<file path="src/rtl/reg_spill_fill_if.sv">
// Bus bundle for the register spill/fill engine: control operands in, register-file
// and data-memory pointers, strobes and data out. "master" is the controller and
// storage side, "slave" is the engine.
interface reg_spill_fill_if #(
  parameter int pw = 4,
  parameter int aw = 8
);
  logic          start;
  logic          dir;
  logic [pw-1:0] first_reg;
  logic [pw:0]   count;
  logic [aw-1:0] mem_base;
  logic [pw-1:0] rf_rd_addr;
  logic [7:0]    rf_rd_dat;
  logic          rf_wr_en;
  logic [pw-1:0] rf_wr_addr;
  logic [7:0]    rf_wr_dat;
  logic [aw-1:0] dm_addr;
  logic          dm_wr_en;
  logic [7:0]    dm_wr_dat;
  logic [7:0]    dm_rd_dat;
  logic          busy;
  logic          done;

  modport master (
    output start, dir, first_reg, count, mem_base, rf_rd_dat, dm_rd_dat,
    input  rf_rd_addr, rf_wr_en, rf_wr_addr, rf_wr_dat,
    input  dm_addr, dm_wr_en, dm_wr_dat, busy, done
  );

  modport slave (
    input  start, dir, first_reg, count, mem_base, rf_rd_dat, dm_rd_dat,
    output rf_rd_addr, rf_wr_en, rf_wr_addr, rf_wr_dat,
    output dm_addr, dm_wr_en, dm_wr_dat, busy, done
  );
endinterface

</file>
<file path="src/rtl/reg_spill_fill.sv">
// Block-transfer engine between the register file and data memory. Moves one
// register per clock over a contiguous (wrapping) register range, either spilling
// registers to memory or filling registers from memory. All strobes and pointers
// are decoded from registered state so nothing glitches on operand changes.
module reg_spill_fill #(
  parameter int pw = 4,
  parameter int aw = 8
) (
  input logic               clk,
  input logic               reset,
  reg_spill_fill_if.slave   bus
);

  localparam logic [1:0] IDLE = 2'd0;
  localparam logic [1:0] XFER = 2'd1;
  localparam logic [1:0] DONE = 2'd2;

  // Largest meaningful count: the whole register file.
  localparam logic [pw:0] MAX_CNT = {1'b1, {pw{1'b0}}};

  logic [1:0]    state_q, state_d;
  logic          dir_q,   dir_d;
  logic [pw-1:0] idx_q,   idx_d;
  logic [aw-1:0] addr_q,  addr_d;
  logic [pw:0]   rem_q,   rem_d;

  logic [pw:0]   eff_cnt;
  logic          in_xfer;

  // Counts above the register-file size would only revisit registers; clamp them.
  assign eff_cnt = (bus.count > MAX_CNT) ? MAX_CNT : bus.count;

  // Next-state logic: latch operands on start, then step index/address once per cycle.
  always_comb begin
    state_d = state_q;
    dir_d   = dir_q;
    idx_d   = idx_q;
    addr_d  = addr_q;
    rem_d   = rem_q;
    case (state_q)
      IDLE: begin
        if (bus.start) begin
          dir_d   = bus.dir;
          idx_d   = bus.first_reg;
          addr_d  = bus.mem_base;
          rem_d   = eff_cnt;
          state_d = (eff_cnt != '0) ? XFER : DONE;
        end
      end
      XFER: begin
        // Index and address wrap naturally at their widths.
        idx_d  = idx_q + 1'b1;
        addr_d = addr_q + 1'b1;
        rem_d  = rem_q - 1'b1;
        if (rem_q == (pw+1)'(1)) begin
          state_d = DONE;
        end
      end
      DONE: begin
        // Clear the walk registers so a stale pointer never lingers into IDLE.
        idx_d   = '0;
        addr_d  = '0;
        rem_d   = '0;
        state_d = IDLE;
      end
      default: begin
        state_d = IDLE;
      end
    endcase
  end

  // State and operand registers; an asynchronous reset abandons any transfer at once.
  always_ff @(posedge clk or posedge reset) begin
    if (reset) begin
      state_q <= IDLE;
      dir_q   <= 1'b0;
      idx_q   <= '0;
      addr_q  <= '0;
      rem_q   <= '0;
    end else begin
      state_q <= state_d;
      dir_q   <= dir_d;
      idx_q   <= idx_d;
      addr_q  <= addr_d;
      rem_q   <= rem_d;
    end
  end

  assign in_xfer = (state_q == XFER);

  // Pointers are forced to zero outside XFER; the read pointer only moves for a
  // spill and the write pointer only for a fill.
  assign bus.rf_rd_addr = (in_xfer && !dir_q) ? idx_q  : '0;
  assign bus.rf_wr_addr = (in_xfer &&  dir_q) ? idx_q  : '0;
  assign bus.dm_addr    =  in_xfer            ? addr_q : '0;

  assign bus.dm_wr_en   = in_xfer && !dir_q;
  assign bus.rf_wr_en   = in_xfer &&  dir_q;

  // Data is a straight cross-connection; the strobes decide which side commits.
  assign bus.dm_wr_dat  = bus.rf_rd_dat;
  assign bus.rf_wr_dat  = bus.dm_rd_dat;

  assign bus.busy       = (state_q != IDLE);
  assign bus.done       = (state_q == DONE);

endmodule
</file>
<file path="src/flat_wrapper.sv">
// flat-port wrapper written by rule: the top's interface ports become plain ports
module reg_spill_fill_flat 
#(
  parameter int pw = 4,
  parameter int aw = 8
)
  (clk, reset, bus_start, bus_dir, bus_first_reg, bus_count, bus_mem_base, bus_rf_rd_dat, bus_dm_rd_dat, bus_rf_rd_addr, bus_rf_wr_en, bus_rf_wr_addr, bus_rf_wr_dat, bus_dm_addr, bus_dm_wr_en, bus_dm_wr_dat, bus_busy, bus_done);
  reg_spill_fill_if #(.pw(pw), .aw(aw)) bus_i ();
  input logic clk;
  input logic reset;
  input wire logic [$bits(bus_i.start)-1:0] bus_start;
  input wire logic [$bits(bus_i.dir)-1:0] bus_dir;
  input wire logic [$bits(bus_i.first_reg)-1:0] bus_first_reg;
  input wire logic [$bits(bus_i.count)-1:0] bus_count;
  input wire logic [$bits(bus_i.mem_base)-1:0] bus_mem_base;
  input wire logic [$bits(bus_i.rf_rd_dat)-1:0] bus_rf_rd_dat;
  input wire logic [$bits(bus_i.dm_rd_dat)-1:0] bus_dm_rd_dat;
  output wire logic [$bits(bus_i.rf_rd_addr)-1:0] bus_rf_rd_addr;
  output wire logic [$bits(bus_i.rf_wr_en)-1:0] bus_rf_wr_en;
  output wire logic [$bits(bus_i.rf_wr_addr)-1:0] bus_rf_wr_addr;
  output wire logic [$bits(bus_i.rf_wr_dat)-1:0] bus_rf_wr_dat;
  output wire logic [$bits(bus_i.dm_addr)-1:0] bus_dm_addr;
  output wire logic [$bits(bus_i.dm_wr_en)-1:0] bus_dm_wr_en;
  output wire logic [$bits(bus_i.dm_wr_dat)-1:0] bus_dm_wr_dat;
  output wire logic [$bits(bus_i.busy)-1:0] bus_busy;
  output wire logic [$bits(bus_i.done)-1:0] bus_done;
  assign bus_i.start = bus_start;
  assign bus_i.dir = bus_dir;
  assign bus_i.first_reg = bus_first_reg;
  assign bus_i.count = bus_count;
  assign bus_i.mem_base = bus_mem_base;
  assign bus_i.rf_rd_dat = bus_rf_rd_dat;
  assign bus_i.dm_rd_dat = bus_dm_rd_dat;
  assign bus_rf_rd_addr = bus_i.rf_rd_addr;
  assign bus_rf_wr_en = bus_i.rf_wr_en;
  assign bus_rf_wr_addr = bus_i.rf_wr_addr;
  assign bus_rf_wr_dat = bus_i.rf_wr_dat;
  assign bus_dm_addr = bus_i.dm_addr;
  assign bus_dm_wr_en = bus_i.dm_wr_en;
  assign bus_dm_wr_dat = bus_i.dm_wr_dat;
  assign bus_busy = bus_i.busy;
  assign bus_done = bus_i.done;
  reg_spill_fill #(.pw(pw), .aw(aw)) u_core (.clk(clk), .reset(reset), .bus(bus_i));
endmodule
</file>
<file path="config.mk">
export PLATFORM = sky130hd
export DESIGN_NAME = reg_spill_fill_flat
export DESIGN_NICKNAME = d
export VERILOG_FILES = /design/src/rtl/reg_spill_fill_if.sv /design/src/rtl/reg_spill_fill.sv /design/src/flat_wrapper.sv
export SDC_FILE = /design/constraint.sdc
export NUM_CORES = 1
export LEC_CHECK = 0
export CAP_MARGIN = 40
export CELL_PAD_IN_SITES_DETAIL_PLACEMENT = 0
export CELL_PAD_IN_SITES_GLOBAL_PLACEMENT = 2
export CORE_MARGIN = 1.5
export CORE_UTILIZATION = 23
export DETAILED_ROUTE_END_ITERATION = 10
export PLACE_DENSITY_LB_ADDON = 0.25
export REMOVE_ABC_BUFFERS = 1
export SYNTH_ARGS = -nofsm -noshare
export SYNTH_HDL_FRONTEND = slang
export SYNTH_SLANG_ARGS = --single-unit
export TNS_END_PERCENT = 5
</file>
<file path="constraint.sdc">
create_clock -name clk -period 2.5 [get_ports clk]
set_clock_uncertainty 0.15 [all_clocks]
set_input_delay 0.625 -clock clk [delete_from_list [all_inputs] [get_ports clk]]
set_output_delay 0.625 -clock clk [all_outputs]
set_load 0.01 [all_outputs]
</file>
==> impl_metrics.py <==
metrics = {
    "detailed_routing": {
        "final_antenna_net_count": 0,
        "viasPerCell": 4.70,
        "first_pass_iters": 4,
        "totalWireLength_um": 4170,
        "routedWlPerCell_um": 14.9,
        "drt_iter0_drc": 48,
        "drc_errors": 0,
        "num_vias": 1316,
    },
    "logic_synthesis": {
        "ys_top_cells_by_area": "dfrtp_1, buf_4, o21ai_1",
        "synthXorXnorAreaFrac_pct": 0,
        "ys_warn_count": 0,
        "synth_area_leader_cell": "dfrtp_1",
        "synthAdderAreaFrac_pct": 6.94,
        "synth_top_family_by_area": "simple AND/OR/NAND/NOR gates",
        "synth-compound-area-share_pct": 21.8,
        "synth-seq-cells": 20,
        "synth_top_area_share_pct": 34.7,
        "syn_inst": 176,
        "yosys.cell_types.count": 29,
        "post_synth_mux_area_share_pct": 0.781,
        "netlist_area_sq_um": 1440,
        "yosys.area_share.simple_pct": 22.5,
        "ys_seq_area_share_pct": 34.7,
        "synth_area_per_cell_sq_um": 8.20,
    },
    "power": {
        "p_switching_uw": 886,
        "power_density_nw_per_um2": 1070,
        "p_clk_share_pct": 16.2,
        "seqPwrFrac_pct": 30.7,
        "power.internal_uw": 1170,
        "switching_share_pct": 43.0,
        "combPwrFrac_pct": 53.1,
        "peakVddDrop_mv": 0.472,
        "power_leakage_uw": 0.000934,
    },
    "floorplan": {
        "core_area_sq_um": 5990,
        "io_pins": 73,
        "start_util_pct": 24.1,
        "rows": 28,
        "die_h_um": 82.2,
        "die_w_um": 82.2,
        "die-area_sq_um": 6760,
    },
    "clock_network": {
        "postCtsHoldBufs": 0,
        "cts_buffers": 3,
        "root_buffer": "clkbuf_8",
        "clock-sinks": 20,
        "clk_pin_slew_ps": 80,
        "clockBufferDepth": 2,
        "cts_tree": "built",
        "htreeDepth": 1,
        "insertion_delay_ps": 260,
    },
    "timing": {
        "period_needed_ps": 2380,
        "max_slew_margin_pct": 71.5,
        "holdWs_ps": 361,
        "hold_viol": 0,
        "tightest_slew_ps": 428,
        "fmax_ghz": 0.421,
        "final_max_slew_viol_count": 0,
        "rsz0062_at_grt": "no",
        "timing.final.crit_share_pct": 95.0,
        "setup-violations-final": 0,
        "worst_slack_ps": 125,
    },
    "final_layout": {
        "n_antenna_cell": 0,
        "area_growth_pct": 33.4,
        "layout.nets": 251,
        "final_area_sq_um": 1920,
        "final_cell_mix": "o21ai_1, clkdlybuf4s50_1, dfrtp_1",
        "drive_above_1_share_pct": 9.76,
    },
    "critical_path": {
        "endpoint_kind": "output pin",
        "cp.arrival_ps": 1600,
        "worst-setup-path-type": "flip-flop to output pin",
        "worst_setup_path_start_kind": "flip-flop",
        "reg2reg_slack_ps": 550,
        "crit_required_ps": 1730,
        "path_max_fanout": 4,
    },
    "global_route": {
        "track_usage_pct": 13.3,
        "grt_pass1_vias": 1302,
        "grtUsageMet3_pct": 4.40,
        "grt_util_met2_pct": 19.8,
        "grt_pass1_wl_um": 6760,
        "top_usage_layer": "met2",
        "grt_antenna_before_repair": 0,
        "grt_overflow": 0,
        "grt_max_degree": 21,
        "use_met1_pct": 18.0,
    },
    "place": {
        "placedInstanceArea_sq_um": 1830,
        "place_hpwl_um": 3070,
        "place_congestion": 0.798,
        "portBuffers": 40,
        "place_ws_ps": 44.7,
    },
    "min_path": {
        "hp-class": "flip-flop to flip-flop",
    },
    "run_status": {
        "status": "complete, no violations",
    },
    "run": {
        "drv_cap": 0,
    },
}
## area by class of cell
type,count,area (sq um)
sequential,20,500
multi-input combinational,123,761
fill,640,4070
clock inverter,1,30.0
clock buffer,3,41.3
tap,75,93.8
inverter,10,37.5
timing repair buffer,48,460
## worst paths after layout
kind                              startpoint                to  cells after the start
min in group asynchronous              reset  u_core.addr_q[2]                      3
max in group asynchronous              reset   u_core.idx_q[3]                      3
min                         u_core.addr_q[7]  u_core.addr_q[7]                      1
min reg2reg                 u_core.addr_q[7]  u_core.addr_q[7]                      1
max                        u_core.state_q[0]          bus_busy                      4
max reg2reg                u_core.state_q[0]  u_core.addr_q[7]                      7
## sequential cells by signal, indices dropped and copies added (netlist names)
register,flops
u_core.addr_q,8
u_core.state_q,2
u_core.dir_q,1
u_core.rem_q,5
u_core.idx_q,4
## worst max-delay path: stages (launching register included)
cell,delay (ps)
dfrtp_1,410
inv_1,90
ha_1,250
inv_1,60
clkdlybuf4s50_1,530
## timing repair
item | 4_1_cts | 5_1_grt
pin swaps | 0 | 0
endpoints found under the setup margin | 18 | 4
endpoints found under the hold margin | 0 | 0
gates resized for setup | 20 | 4
setup buffers | 0 | 2
## logic make-up (layout without fill, tap and decap cells)
family | after synthesis | in the layout
adder cells (fa/ha/maj) | 8 | 8
AND/OR/NAND/NOR | 64 | 64
multiplexers | 1 | 1
flip-flops | 20 | 20
buffers and inverters | 33 | 62
AO/OA/AOI/OAI | 50 | 50
## synthesized netlist by cell type
library cell	instances
nand3_1	4
buf_2	5
or4_4	1
ha_1	8
nand2b_1	2
a22oi_1	4
clkbuf_2	1
o21ai_2	1
o21ai_0	1
nor2b_1	2
o21ai_1	22
a21bo_1	1
inv_1	9
a21oi_2	1
o2bb2ai_1	5
a21oi_1	9
a32oi_1	4
nor4_1	1
buf_4	16
nor2_1	16
and3_1	4
mux2_2	1
and2_1	17
clkbuf_1	1
dfrtp_1	20
nor3_1	6
nand2_1	11
inv_2	1
a221oi_1	2
## metal layers
metal	wire [um]	vias to the layer above	part of all wire [%]
met5	0	-	0
met4	34	0	0.81
met3	307	5	7.4
met2	1810	55	43
met1	2020	608	48
li1	-	648	-
## power groups by stage
stage / Combinational, uW / Sequential [uW] / Clock [uW]
6_report: 1090 / 632 / 334
4_1_cts: 1090 / 632 / 349
3_3_place_gp: 1090 / 626 / 0
2_1_floorplan: 687 / 581 / 0
5_1_grt: 1240 / 662 / 365
3_5_place_dp: 1100 / 633 / 0
## per-stage QoR
stage               total power [uW]  setup TNS, ps  std cells  utilization, %
floorplan                       1270              0        153               -
global placement                1710              0        274            30.5
detailed placement              1730              0        274            30.5
CTS                             2070           -350        278            31.7
global route                    2270              0        280            32.1
finish                          2060              0        280            32.1
Note: power is estimated with default switching activity, not from simulation.
